File: src/rtl/mac_pkg.sv
// Shared definitions for the a*b+c MAC stage and its downstream result buffer.
package mac_pkg;
  localparam int MAC_DATA_W = 32;
  typedef logic [MAC_DATA_W-1:0] mac_data_t;
endpackage

File: src/rtl/mac_fifo_mem.sv
// Result-word storage: one write port, one asynchronous read port, no reset on contents.
module mac_fifo_mem
  import mac_pkg::*;
#(
  parameter int  DATA_W = MAC_DATA_W,
  parameter int  DEPTH  = 4,
  localparam int PTR_W  = $clog2(DEPTH)
) (
  input  logic              clk,
  input  logic              i_we,
  input  logic [PTR_W-1:0]  i_waddr,
  input  logic [DATA_W-1:0] i_wdata,
  input  logic [PTR_W-1:0]  i_raddr,
  output logic [DATA_W-1:0] o_rdata
);
  logic [DATA_W-1:0] r_mem [DEPTH];

  always_ff @(posedge clk) begin
    if (i_we) begin
      r_mem[i_waddr] <= i_wdata;
    end
  end

  assign o_rdata = r_mem[i_raddr];
endmodule

File: src/rtl/mac_result_fifo.sv
// First-word-fall-through buffer behind the MAC; words arriving while full are dropped,
// flagged sticky and counted, since the MAC cannot be stalled.
module mac_result_fifo
  import mac_pkg::*;
#(
  parameter int  DATA_W = MAC_DATA_W,
  parameter int  DEPTH  = 4,
  parameter int  DROP_W = 8,
  localparam int PTR_W  = $clog2(DEPTH),
  localparam int CNT_W  = $clog2(DEPTH + 1)
) (
  input  logic              clk,
  input  logic              rst,
  input  logic              validi,
  input  logic [DATA_W-1:0] data_in,
  input  logic              ready_in,
  output logic              valido,
  output logic [DATA_W-1:0] data_out,
  output logic [CNT_W-1:0]  count,
  output logic              full,
  output logic              empty,
  input  logic              clr_ovf,
  output logic              overflow,
  output logic [DROP_W-1:0] drop_cnt
);
  logic [PTR_W-1:0]  r_wr_ptr;
  logic [PTR_W-1:0]  r_rd_ptr;
  logic [CNT_W-1:0]  r_count;
  logic              r_overflow;
  logic [DROP_W-1:0] r_drop_cnt;

  logic              w_empty;
  logic              w_full;
  logic              w_pop;
  logic              w_push;
  logic              w_drop;
  logic [DATA_W-1:0] w_rd_data;

  assign w_empty = (r_count == '0);
  assign w_full  = (r_count == CNT_W'(DEPTH));
  assign w_pop   = !w_empty && ready_in;
  // A full buffer still accepts a word when the head leaves in the same cycle.
  assign w_push  = validi && (!w_full || w_pop);
  assign w_drop  = validi && w_full && !w_pop;

  always_ff @(posedge clk) begin
    if (rst) begin
      r_wr_ptr <= '0;
      r_rd_ptr <= '0;
      r_count  <= '0;
    end else begin
      if (w_push) begin
        r_wr_ptr <= r_wr_ptr + PTR_W'(1);
      end
      if (w_pop) begin
        r_rd_ptr <= r_rd_ptr + PTR_W'(1);
      end
      if (w_push && !w_pop) begin
        r_count <= r_count + CNT_W'(1);
      end else if (w_pop && !w_push) begin
        r_count <= r_count - CNT_W'(1);
      end
    end
  end

  // A drop coinciding with clr_ovf restarts the tally at one rather than losing the event.
  always_ff @(posedge clk) begin
    if (rst) begin
      r_overflow <= 1'b0;
      r_drop_cnt <= '0;
    end else if (w_drop) begin
      r_overflow <= 1'b1;
      if (clr_ovf) begin
        r_drop_cnt <= DROP_W'(1);
      end else if (r_drop_cnt != '1) begin
        r_drop_cnt <= r_drop_cnt + DROP_W'(1);
      end
    end else if (clr_ovf) begin
      r_overflow <= 1'b0;
      r_drop_cnt <= '0;
    end
  end

  mac_fifo_mem #(
    .DATA_W (DATA_W),
    .DEPTH  (DEPTH)
  ) u_mem (
    .clk     (clk),
    .i_we    (w_push),
    .i_waddr (r_wr_ptr),
    .i_wdata (data_in),
    .i_raddr (r_rd_ptr),
    .o_rdata (w_rd_data)
  );

  assign valido   = !w_empty;
  assign data_out = w_empty ? '0 : w_rd_data;
  assign count    = r_count;
  assign full     = w_full;
  assign empty    = w_empty;
  assign overflow = r_overflow;
  assign drop_cnt = r_drop_cnt;
endmodule
File: config.mk
export PLATFORM = sky130hd
export DESIGN_NAME = mac_result_fifo
export DESIGN_NICKNAME = d
export VERILOG_FILES = /design/src/rtl/mac_pkg.sv /design/src/rtl/mac_fifo_mem.sv /design/src/rtl/mac_result_fifo.sv
export SDC_FILE = /design/constraint.sdc
export NUM_CORES = 1
export LEC_CHECK = 0
export BUFFER_PORTS_ARGS = -buffer_cell sky130_fd_sc_hd__clkbuf_2
export CAP_MARGIN = 20
export CORE_MARGIN = 2
export CORE_UTILIZATION = 35
export DETAILED_ROUTE_END_ITERATION = 8
export GPL_TIMING_DRIVEN = 0
export PLACE_DENSITY = 0.54
export SLEW_MARGIN = 15
export SYNTH_ARGS = -nofsm -noshare
export SYNTH_HDL_FRONTEND = slang
export SYNTH_SLANG_ARGS = --single-unit
File: constraint.sdc
create_clock -name clk -period 2.64 [get_ports clk]
set_input_delay 0.132 -clock clk [delete_from_list [all_inputs] [get_ports clk]]
set_output_delay 0.132 -clock clk [all_outputs]
set_load 0.005 [all_outputs]
==> impl_results.rst, run 1 <==
.. list-table::
   :header-rows: 1

   * - Metric
     - Value
   * - Num ports
     - 84
   * - Met3 Wirelength
     - about 500 um
   * - Area of the die
     - 17,500 um2
   * - Setup slack on the worst flop-to-flop path
     - roughly 0.32 ns
   * - Xor/xnor cell area share of the yosys netlist
     - less than 1%
   * - Clock skew
     - ~0.0057 ns
   * - Clk Latency, worst-skew pair
     - between 0.4 and 0.5 ns
   * - Share of Yosys cell area claimed by the top area cell type
     - between 60% and 70%
   * - Clock transition time at the flip-flop clock pins of the worst setup and hold paths
     - approximately 0.05 ns
   * - Post-synth net total
     - approximately 350
   * - Max cap viols
     - 0
   * - TritonCTS buffer count
     - 17
   * - Static leakage
     - 2.595 nW
   * - Yosys reg bits
     - 146
   * - Unrepaired setup endpoints after global routing
     - no
   * - Top area cells in the synthesized netlist
     - edfxtp_1 67%, mux4_2 13%, dfxtp_1 6.3%
   * - Setup violation total in the final timing report
     - 0
   * - Met1 Routed Length
     - roughly 5200 um
   * - Yosys Warn Count
     - 0
   * - Period utilization
     - slightly below 90%
   * - Worst Hold End
     - drop_cnt[7]
   * - Worst hold path class
     - in -> reg
   * - Reg2Reg Capture Point
     - count[2]
   * - Share of synthesized area spent on multiplexers
     - between 10% and 20%
   * - Compound-Gate Fraction of Synth Area
     - around 2.4%
   * - Largest family of logic cells by synthesized area
     - multiplexers
   * - Routability Congestion
     - between 0.7 and 0.8
   * - Worst Hold Launch
     - rst
   * - Count of cells along the worst register-to-register path
     - 8
   * - Avg Inst Size Synth
     - 18.70 um2
   * - Top metal layer carrying routed signals
     - met4
   * - Global route overflow
     - 0
   * - Number of violations reported at the end of detailed-routing iteration 0
     - between 150 and 200
   * - Post-route ant nets
     - 0
   * - Met2 wire length
     - around 5600 um
   * - Required @ worst endpoint
     - approximately 2.5 ns
   * - Outcome
     - complete, no violations
   * - Relative area change from synthesis to final layout
     - 27.63%
   * - 1st-pass router iterations
     - 4
   * - Area taken by flip-flops and latches
     - 4204 um2
   * - Worst ir drop on vdd
     - approximately 0.47 mV
   * - Share of the yosys chip area belonging to registers
     - 73.00%
   * - Actual transition at the worst max-transition pin
     - between 0.7 and 0.8 ns
   * - Drt total wl
     - approximately 11,000 um
   * - Horiz. Die Dim
     - 132.3 um
   * - IO buf count
     - 83
   * - Starting utilization of the core area
     - between 30% and 40%
   * - Number of enable-type register cells in the synthesized netlist
     - 128
   * - Critical Path Start Type
     - flip-flop
   * - Die height
     - approximately 130 um
   * - Via/cell ratio
     - between 4 and 5
   * - Filler instances
     - between 1k and 1.5k
   * - Estimated wirelength of the detail-placed design
     - 7225 um
   * - Cell type with the highest aggregate area in the netlist
     - edfxtp_1
   * - Highest net fanout along the worst path
     - 10
   * - Async S/R FF share, synth
     - 0%
   * - Final Core Density
     - a little under half
   * - Area of combinational cells with multiple inputs
     - about 1500 um2
   * - CTS H-Tree Depth
     - 4
   * - Antenna diode count
     - 0
   * - Pin count of the biggest net entering global routing
     - 27
   * - Cell variety after synth
     - 39
   * - Placed cells
     - just over 600
   * - CTS tree
     - yes
   * - Post-layout power
     - roughly 6.7 mW
   * - Overall global routing resource usage
     - 14.10%
   * - Layout cells sized above 1
     - 33.70%
   * - Cell Rows
     - 46
   * - Clock root buffer
     - clkbuf_16
   * - Shortest clock period the worst path allows after layout
     - 2.359 ns
   * - Wire length of the first global-routing pass
     - ~18,000 um
   * - Highest Clock Rate
     - approximately 0.42 GHz
   * - Critical Setup Path Class
     - reg -> out
   * - Area of the mapped netlist
     - between 5000 and 6000 um2
   * - Postcts setup bufs
     - 0
   * - Number of buffers on the longest clock path
     - 2
   * - Adder-cell share of the synthesized area
     - about 1.7%
   * - Max-slew headroom
     - a little over half
   * - Cell Count, Final, Fillers Out
     - roughly 670
   * - Max-slew violation count
     - 0
   * - Antenna violations before repair
     - 0
   * - CP Data Arrival Time
     - ~2.2 ns
   * - Start of the worst register-to-register path
     - count[1]
   * - Power per cell area
     - 911.7 nW/um2
   * - Final nets
     - around 490
   * - Core Region
     - between 15,000 and 20,000 um2
   * - Clock Sink Count
     - 146
   * - Vias post-DR
     - 3,185
   * - Number of global-route vias before repair
     - between 3k and 4k
   * - Average wire per cell in the routed design
     - about 17 um
   * - Instance count of the mapped netlist
     - 308
   * - Simple-gate share of the synthesized area
     - 7.864%
   * - CP Capture Type
     - output port
   * - Worst hold path depth
     - 4
   * - DR DRC count
     - 0
   * - Count of final hold-check violations
     - 0
   * - Most instantiated flip-flop cell in the synthesis netlist
     - edfxtp_1
cell usage after synthesis, types with 4 or more instances:
master and instances:
xor2_1 4, clkbuf_1 11, and2_1 38, nand2_1 5, edfxtp_1 128, nor2_1 9
dfxtp_1 18, o21ai_0 4, mux4_2 32, a21oi_1 8, ha_1 6, inv_1 4
final cells by class:
class	count	area share [%]
clock inverters	3	0.2043
inverters	4	0.2043
flip-flops and latches	146	57.19
plain buffers	14	0.8681
repair buffers	119	11.20
multi-input cells	142	20.12
clock buffers	29	6.536
well taps	216	3.677
report_power, final:
| part | total [mW] | internal (mW) | switching [mW] |
|---|---|---|---|
| Combinational | 1.83 | 0.936 | 0.893 |
| Sequential | 2.84 | 2.74 | 0.0957 |
| Clock | 2.03 | 1.22 | 0.813 |
per-stage QoR:
step | instance area (um2) | setup WS (ns) | hold slack [ns] | TNS, ns
CTS | 7353 | 0.1115 | 0.04617 | 0
finish | 7351 | 0.2808 | 0.06983 | 0
floorplan | 5759 | 0.3932 | 0.2309 | 0
global route | 7351 | 0.08834 | 0.09773 | 0
global placement | 6445 | -0.4047 | 0.3446 | -46.11
detailed placement | 6538 | 0.1523 | 0.3556 | 0
cells by family after synthesis:
group | after synthesis
mux | 34
simple gates | 74
compound gates | 22
xor+xnor | 5
flops | 146
buf+inv | 20
fa+ha+maj | 7
critical path, cell delays in order, from the launching register on:
cell	delay (ns)
dfxtp_1	0.30
clkbuf_1	0.25
buf_2	0.42
mux4_2	0.54
and2_1	0.19
clkbuf_2	0.12
state kept, by name (all words and copies together), names as in the netlist, named ones only:
name	flops
r_rd_ptr	2
drop_cnt	8
r_wr_ptr	2
overflow	1
u_mem.r_mem	128
count	3
layer usage:
metal	up-vias	global-route usage [%]
met2	81	22.63
met1	1607	18.10
met3	10	4.421
met4	0	5.197
li1	1487	-
met5	-	0
placed cells by master, fill, tap and decap left out, types with 2 or more instances in the layout:
| master | instances |
|---|---|
| clkinv_2 | 3 |
| o21ai_0 | 4 |
| o31ai_1 | 3 |
| and2_2 | 5 |
| nand3_1 | 3 |
| edfxtp_1 | 128 |
| inv_1 | 4 |
| clkbuf_2 | 83 |
| a31oi_1 | 2 |
| mux2i_1 | 2 |
| nor2_1 | 9 |
| dfxtp_1 | 18 |
| clkbuf_1 | 20 |
| buf_2 | 3 |
| a21oi_1 | 8 |
| and2_1 | 34 |
| nand4_1 | 3 |
| xor2_1 | 4 |
| mux4_2 | 32 |
| clkbuf_16 | 17 |
| buf_12 | 3 |
| dlygate4sd3_1 | 32 |
| nand2_1 | 5 |
| ha_1 | 6 |
| and3_1 | 2 |
| or4_1 | 3 |
worst max-delay path by stage:
stage | start | to | slack [ns]
final | flip-flop | data_out[29] | 0.28
after global routing | flip-flop | data_out[3] | 0.09
after CTS | count[1] | count[2] | 0.11
after detailed placement | count[1] | count[2] | 0.15
after global placement | count[0] | u_mem.r_mem[0][13] | -0.40
after floorplan | count[0] | count[2] | 0.39
what timing repair did:
| item | CTS | global route |
|---|---|---|
| endpoints found under the setup margin | 0 | 1 |
| resized for setup | 0 | 1 |
| hold buffers | 32 | 0 |
| endpoints found under the hold margin | 128 | 0 |
Note: power is estimated with default switching activity, not from simulation.
==> run 2: changes to the inputs <==
--- a/config.mk
+++ b/config.mk
@@ -12,6 +12,7 @@
 export DETAILED_ROUTE_END_ITERATION = 8
 export GPL_TIMING_DRIVEN = 0
 export PLACE_DENSITY = 0.54
+export RECOVER_POWER = 25
 export SLEW_MARGIN = 15
 export SYNTH_ARGS = -nofsm -noshare
 export SYNTH_HDL_FRONTEND = slang
==> run 2 against run 1 <==
Global-route usage is the same; sequential share of layout area grew 0.21 points; die area unchanged; critical endpoint is now data_out[2]; largest power group unchanged.
==> impl_results.rst, run 2 (synthesis gave the netlist of run 1 again) <==
.. list-table::
   :header-rows: 1

   * - Metric
     - Value
   * - Static leakage
     - 2.533 nW (-2.4%)
   * - Pre-CTS setup slack
     - 0.1523 ns (unchanged)
   * - Cell area after placement
     - 6538 um2 (unchanged)
   * - Antenna diode count
     - 0 (unchanged)
   * - Actual transition at the worst max-transition pin
     - 0.7000 ns (-0.01038 ns)
   * - Shortest clock period the worst path allows after layout
     - 2.366 ns (+0.007180 ns)
   * - Area of the die
     - 17,500 um2 (unchanged)
   * - Number of violations reported at the end of detailed-routing iteration 0
     - 175 (-9.8%)
   * - Cell Rows
     - 46 (unchanged)
   * - Outcome
     - complete, no violations
   * - Highest-delay cell along the critical path
     - mux4_2
   * - Count of final hold-check violations
     - 0 (unchanged)
   * - Crit path cell chain
     - clkbuf_1 > buf_2 > mux4_2 > and2_1 > clkbuf_2
   * - IO buf count
     - 83 (unchanged)
   * - Cell Count, Final, Fillers Out
     - 673 (unchanged)
   * - Average wire per cell in the routed design
     - 17.10 um (+0.17%)
   * - Setup violation total in the final timing report
     - 0 (unchanged)
   * - Post-route ant nets
     - 0 (unchanged)
   * - CP Data Arrival Time
     - 2.23 ns (about the same)
   * - Final standard cell area without fillers
     - 7325 um2 (-0.36%)
   * - Highest net fanout along the worst path
     - 10 (unchanged)
   * - 1st-pass router iterations
     - 4 (unchanged)
   * - Worst hold path class
     - in -> reg
   * - Critical Setup Path Class
     - reg -> out
   * - Die height
     - 132.3 um (unchanged)
   * - Starting utilization of the core area
     - 35.99% (unchanged)
   * - Routability Congestion
     - 0.7731 (unchanged)
   * - Pin count of the biggest net entering global routing
     - 27 (unchanged)
   * - Grt peak-use layer
     - met2
   * - Period utilization
     - 89.64% (+0.27 points)
   * - Met2 layer usage reported by global route
     - 22.63% (unchanged)
   * - DR DRC count
     - 0 (unchanged)
   * - Clock transition time at the flip-flop clock pins of the worst setup and hold paths
     - 0.05 ns (about the same)
   * - Worst ir drop on vdd
     - 0.4736 mV (-0.24%)
   * - Layout cells sized above 1
     - 29.10% (-4.6 points)
   * - Aggregate negative setup slack
     - 0 ns (unchanged)
   * - Clock Sink Count
     - 146 (unchanged)
   * - TritonCTS buffer count
     - 17 (unchanged)
   * - Power per cell area
     - 913.9 nW/um2 (+0.25%)
   * - Antenna violations before repair
     - 0 (unchanged)
   * - Max cap viols
     - 0 (unchanged)
   * - Via/cell ratio
     - 4.712 (-0.44%)
   * - Clock root buffer
     - clkbuf_16
   * - Most common cell after layout, fill and taps aside
     - edfxtp_1
   * - Slowest stage delay, CP
     - 0.56 ns (+0.02 ns)
   * - Wire length of the first global-routing pass
     - 18,500 um (unchanged)
   * - Flip-flop count of the largest register after layout
     - 128 (unchanged)
   * - Estimated wirelength of the detail-placed design
     - 7225 um (unchanged)
   * - Critical Path Start Type
     - flip-flop
   * - Worst Hold Launch
     - rst
   * - Drt total wl
     - 11,510 um (+0.17%)
   * - Highest Clock Rate
     - 0.4226 GHz (-0.30%)
   * - Met1 usage in global routing
     - 18.10% (unchanged)
   * - Placed cells
     - 611 (unchanged)
   * - Setup slack on the worst flop-to-flop path
     - 0.32 ns (about the same)
   * - Number of global-route vias before repair
     - 3,435 (unchanged)
   * - Vias post-DR
     - 3,171 (-0.44%)
   * - Number of buffers on the longest clock path
     - 2 (unchanged)
   * - Max-slew violation count
     - 0 (unchanged)
   * - Met3 routing resource usage after global routing
     - 4.421% (unchanged)
   * - Max-slew headroom
     - 53.34% (+0.69 points)
   * - Unrepaired setup endpoints after global routing
     - no
   * - Clock skew
     - 0.005890 ns (+0.0001909 ns)
   * - Register with the most flip-flops
     - u_mem.r_mem
   * - Horiz. Die Dim
     - 132.3 um (unchanged)
   * - PnR worst setup slack
     - 0.2736 ns (-0.007180 ns)
   * - Final nets
     - 488 (unchanged)
   * - Overall global routing resource usage
     - 14.10% (unchanged)
   * - CTS tree
     - yes
   * - Core Region
     - 16,000 um2 (unchanged)
   * - Required @ worst endpoint
     - 2.51 ns (about the same)
   * - Clk Latency, worst-skew pair
     - 0.41 ns (about the same)
   * - Global route overflow
     - 0 (unchanged)
   * - Num ports
     - 84 (unchanged)
   * - Relative area change from synthesis to final layout
     - 27.18%
   * - Most used cells in the layout excluding fill and tap cells
     - 128 x edfxtp_1, 62 x clkbuf_2, 41 x clkbuf_1
   * - CP Capture Type
     - output port
   * - Start of the worst register-to-register path
     - count[1]
   * - CTS H-Tree Depth
     - 4 (unchanged)
[run 2: cell counts in the layout (fill, tap and decap cells not counted)]
Identical to the previous run, type by type.
[run 2: path summary, 6_finish.rpt]
path / to / depth (start not counted)
setup reg to reg: count[2] / 8
hold reg to reg: overflow / 2
setup / recovery: data_out[2] / 5
hold / removal: drop_cnt[7] / 4
[run 2: area by class of cell]
| type | instances | area [um2] |
|---|---|---|
| plain buffers | 14 | 63.81 |
| clock buffers | 29 | 480.5 |
| multi-input cells | 142 | 1479 |
| well taps | 216 | 270.3 |
| repair buffers | 119 | 797.0 |
| clock inverters | 3 | 15.01 |
| flip-flops and latches | 146 | 4204 |
| fillers | 1461 | 8676 |
| inverters | 4 | 15.01 |
[run 2: per-stage QoR]
| step | utilization, % | power (mW) | hold WS [ns] |
|---|---|---|---|
| finish | 45.78 | 6.694 | 0.07765 |
| global route | 45.78 | 7.086 | 0.09773 |
| CTS | 45.96 | 6.840 | 0.04617 |
| detailed placement | 40.86 | 4.738 | 0.3556 |
| global placement | 40.28 | 4.674 | 0.3446 |
| floorplan | - | 3.952 | 0.2309 |
[run 2: metal layers]
metal / vias up / wire [um] / share of wire, %
li1: 1488 / - / -
met1: 1598 / 5256 / 46
met2: 76 / 5646 / 49
met3: 9 / 485 / 4.2
met4: 0 / 117 / 1.0
met5: - / 0 / 0
[run 2: critical path: cells and delay by family (launching register included)]
family | cells | cell delay (ns)
flops | 1 | 0.30
simple gates | 1 | 0.19
buf+inv | 3 | 0.78
mux | 1 | 0.56
[run 2: what timing repair did]
action,in CTS,in global routing
hold endpoints to repair,128,0
endpoints found under the setup margin,0,1
setup buffers,0,0
resized for setup,0,1
hold buffers,32,0
[run 2: power breakdown]
part	switching, mW	leakage (nW)	internal, mW
logic	0.892	0.971	0.932
registers	0.0958	1.32	2.74
clock network	0.811	0.241	1.22
total	1.80	2.53	4.89
==> run 3: changes to the inputs <==
--- a/config.mk
+++ b/config.mk
@@ -17,3 +17,4 @@
 export SYNTH_ARGS = -nofsm -noshare
 export SYNTH_HDL_FRONTEND = slang
 export SYNTH_SLANG_ARGS = --single-unit
+export TNS_END_PERCENT = 50
==> constraint.sdc (replaced) <==
create_clock -name clk -period 2.4 [get_ports clk]
set_input_delay 0.12 -clock clk [delete_from_list [all_inputs] [get_ports clk]]
set_output_delay 0.12 -clock clk [all_outputs]
set_load 0.005 [all_outputs]
==> run 3 against run 2 <==
Global-route usage is essentially flat; largest power group unchanged; wire length grew 0.12%; critical path depth shrank 1; die area is the same; sequential power grew 10%; total power grew 11%; critical endpoint unchanged; non-clock buffer count grew 2; combinational power grew 14%.
==> impl_results.rst, run 3 (synthesis gave the netlist of run 1 again) <==
.. list-table::
   :header-rows: 1

   * - Metric
     - Value
   * - Cell Rows
     - 46 (unchanged)
   * - Most common cell after layout, fill and taps aside
     - edfxtp_1
   * - Switching portion of total power
     - 26.81% (-0.061 points)
   * - Via/cell ratio
     - 4.733 (+0.46%)
   * - Clock Sink Count
     - 146 (unchanged)
   * - Count of final hold-check violations
     - 0 (unchanged)
   * - Slowest stage delay, CP
     - 0.57 ns (about the same)
   * - Unrepaired setup endpoints after global routing
     - no
   * - Highest-delay cell along the critical path
     - clkbuf_1
   * - Relative area change from synthesis to final layout
     - 27.68%
   * - Most used cells in the layout excluding fill and tap cells
     - 128 x edfxtp_1, 62 x clkbuf_2, 41 x clkbuf_1
   * - Aggregate negative setup slack
     - 0 ns (unchanged)
   * - Horiz. Die Dim
     - 132.3 um (unchanged)
   * - Filler instances
     - 1,461 (unchanged)
   * - Max-slew violation count
     - 0 (unchanged)
   * - Net switching power figure
     - 1.993 mW (+11%)
   * - Met3 routing resource usage after global routing
     - 4.460% (+0.038 points)
   * - Clock root buffer
     - clkbuf_16
   * - Layout cells sized above 1
     - 29.85% (+0.74 points)
   * - Grt peak-use layer
     - met2
   * - CTS H-Tree Depth
     - 4 (unchanged)
   * - Register with the most flip-flops
     - u_mem.r_mem
   * - Hold slack final
     - 0.05421 ns (-0.02344 ns)
   * - Area taken by flip-flops and latches
     - 4207 um2 (about the same)
   * - Required @ worst endpoint
     - 2.28 ns (-0.23 ns)
   * - Met2 layer usage reported by global route
     - 22.60% (-0.029 points)
   * - Pin count of the biggest net entering global routing
     - 27 (unchanged)
   * - CP Data Arrival Time
     - 2.15 ns (-0.08 ns)
   * - Clock network power share
     - 30.1% (-0.2 points)
   * - CP Capture Type
     - output port
   * - TritonCTS buffer count
     - 17 (unchanged)
   * - DR DRC count
     - 0 (unchanged)
   * - Number of violations reported at the end of detailed-routing iteration 0
     - 198 (+13%)
   * - Number of global-route vias before repair
     - 3,420 (-0.44%)
   * - Drt total wl
     - 11,520 um (+0.12%)
   * - Final nets
     - 490 (+0.41%)
   * - Highest Clock Rate
     - about 0.44 GHz
   * - 1st-pass router iterations
     - 4 (unchanged)
   * - Area of the die
     - 17,500 um2 (unchanged)
   * - Antenna violations before repair
     - 0 (unchanged)
   * - Period utilization
     - 94.46%
   * - Num ports
     - 84 (unchanged)
   * - Worst ir drop on vdd
     - 0.5411 mV (+14%)
   * - Buf+Inv Stages, Crit Path
     - 2 (-1)
   * - Vias post-DR
     - 3,195 (+0.76%)
   * - Post-route ant nets
     - 0 (unchanged)
   * - Clk Latency, worst-skew pair
     - 0.41 ns (about the same)
   * - Actual transition at the worst max-transition pin
     - 0.7006 ns (+0.0005820 ns)
   * - CTS tree
     - yes
   * - Crit path cell chain
     - clkbuf_1 > mux4_2 > and2_1 > clkbuf_2
   * - Clock transition time at the flip-flop clock pins of the worst setup and hold paths
     - 0.05 ns (about the same)
   * - Shortest clock period the worst path allows after layout
     - ~2.3 ns
   * - Wire length of the first global-routing pass
     - 18,420 um (-0.41%)
   * - IO buf count
     - 83 (unchanged)
   * - Outcome
     - complete, no violations
   * - Overall global routing resource usage
     - 14.06% (-0.040 points)
   * - Number of buffers on the longest clock path
     - 2 (unchanged)
   * - Core Region
     - 16,000 um2 (unchanged)
   * - Antenna diode count
     - 0 (unchanged)
   * - Routability Congestion
     - 0.7731 (unchanged)
   * - Critical Path Start Type
     - flip-flop
   * - Global route overflow
     - 0 (unchanged)
   * - Worst hold path class
     - in -> reg
   * - Power per cell area
     - 1011 nW/um2 (+11%)
   * - Max-slew headroom
     - 53.30% (about the same)
   * - Die height
     - 132.3 um (unchanged)
   * - Int Pwr
     - 5.441 mW (+11%)
   * - Highest net fanout along the worst path
     - 10 (unchanged)
   * - Static leakage
     - 2.545 nW (+0.46%)
   * - Combinational fraction of design power
     - 27.8% (+0.5 points)
   * - CP top delay family
     - buffers and inverters
   * - Average wire per cell in the routed design
     - 17.07 um (-0.17%)
   * - Met1 usage in global routing
     - 17.98% (-0.12 points)
   * - Register share of total power
     - 42.0% (-0.4 points)
   * - Critical Setup Path Class
     - reg -> out
   * - Max cap viols
     - 0 (unchanged)
   * - Clock skew
     - 0.004596 ns (-0.001294 ns)
   * - Flip-flop count of the largest register after layout
     - 128 (unchanged)
   * - Area of combinational cells with multiple inputs
     - 1479 um2 (unchanged)
   * - Estimated wirelength of the detail-placed design
     - 7225 um (unchanged)
   * - Starting utilization of the core area
     - 35.99% (unchanged)
   * - Setup violation total in the final timing report
     - 0 (unchanged)
## run 3: changes by cell type in the layout (fill, tap and decap cells not counted)
cell,before,now
dfxtp_1,18,16
dfxtp_2,0,2
buf_6,1,2
buf_4,0,4
buf_2,3,0
## run 3: cell type report
cell class | count | area share, %
repair buffers | 121 | 11.04
multi-input cells | 142 | 20.11
clock inverters | 3 | 0.2042
clock buffers | 29 | 6.534
well taps | 216 | 3.675
plain buffers | 14 | 1.021
flip-flops and latches | 146 | 57.21
inverters | 4 | 0.2042
## run 3: path summary, 6_finish.rpt
kind / from / endpoint / slack (ns) / cells after the start
setup / recovery: flip-flop / data_out[2] / 0.13 / 4
hold / removal: rst / drop_cnt[7] / 0.05 / 4
setup reg to reg: count[1] / count[2] / 0.17 / 8
hold reg to reg: overflow / overflow / 0.47 / 2
## run 3: repair_timing
| item | in CTS | in global routing |
|---|---|---|
| pin swaps | 0 | 1 |
| hold buffers | 32 | 0 |
| gates resized for setup | 6 | 1 |
| endpoints found under the hold margin | 128 | 0 |
| setup endpoints to repair | 23 | 2 |
| buffers inserted | 0 | 2 |
## run 3: metal layers
metal	vias to the layer above	share of wire, %
li1	1492	-
met1	1612	46
met2	82	49
met3	9	4.3
met4	0	0.86
met5	-	0
## run 3: stage by stage
step	cell area, um2	setup slack [ns]	utilization (%)	power (mW)	std cells
2_1_floorplan	5759	0.1532	-	4.347	308
3_3_place_gp	6445	-0.6447	40.28	5.142	607
3_5_place_dp	6538	-0.08774	40.86	5.211	611
4_1_cts	7365	0.03349	46.03	7.549	674
5_1_grt	7353	0.0006217	45.96	7.861	675
6_report	7353	0.1329	45.96	7.434	675
## run 3: power groups by stage
stage	logic [mW]	registers, mW	clock network (mW)
6_report	2.07	3.13	2.24
5_1_grt	2.31	3.15	2.41
4_1_cts	2.11	3.13	2.32
3_5_place_dp	2.04	3.17	0
3_3_place_gp	1.97	3.17	0
2_1_floorplan	1.20	3.15	0
## run 3: worst register-to-register path: cells and delay by family, from the launching register on
family / cells / cell delay, ns
fa+ha+maj: 2 / 0.57
simple gates: 3 / 0.84
flops: 1 / 0.36
compound gates: 1 / 0.14
xor+xnor: 1 / 0.18
buf+inv: 1 / 0.06
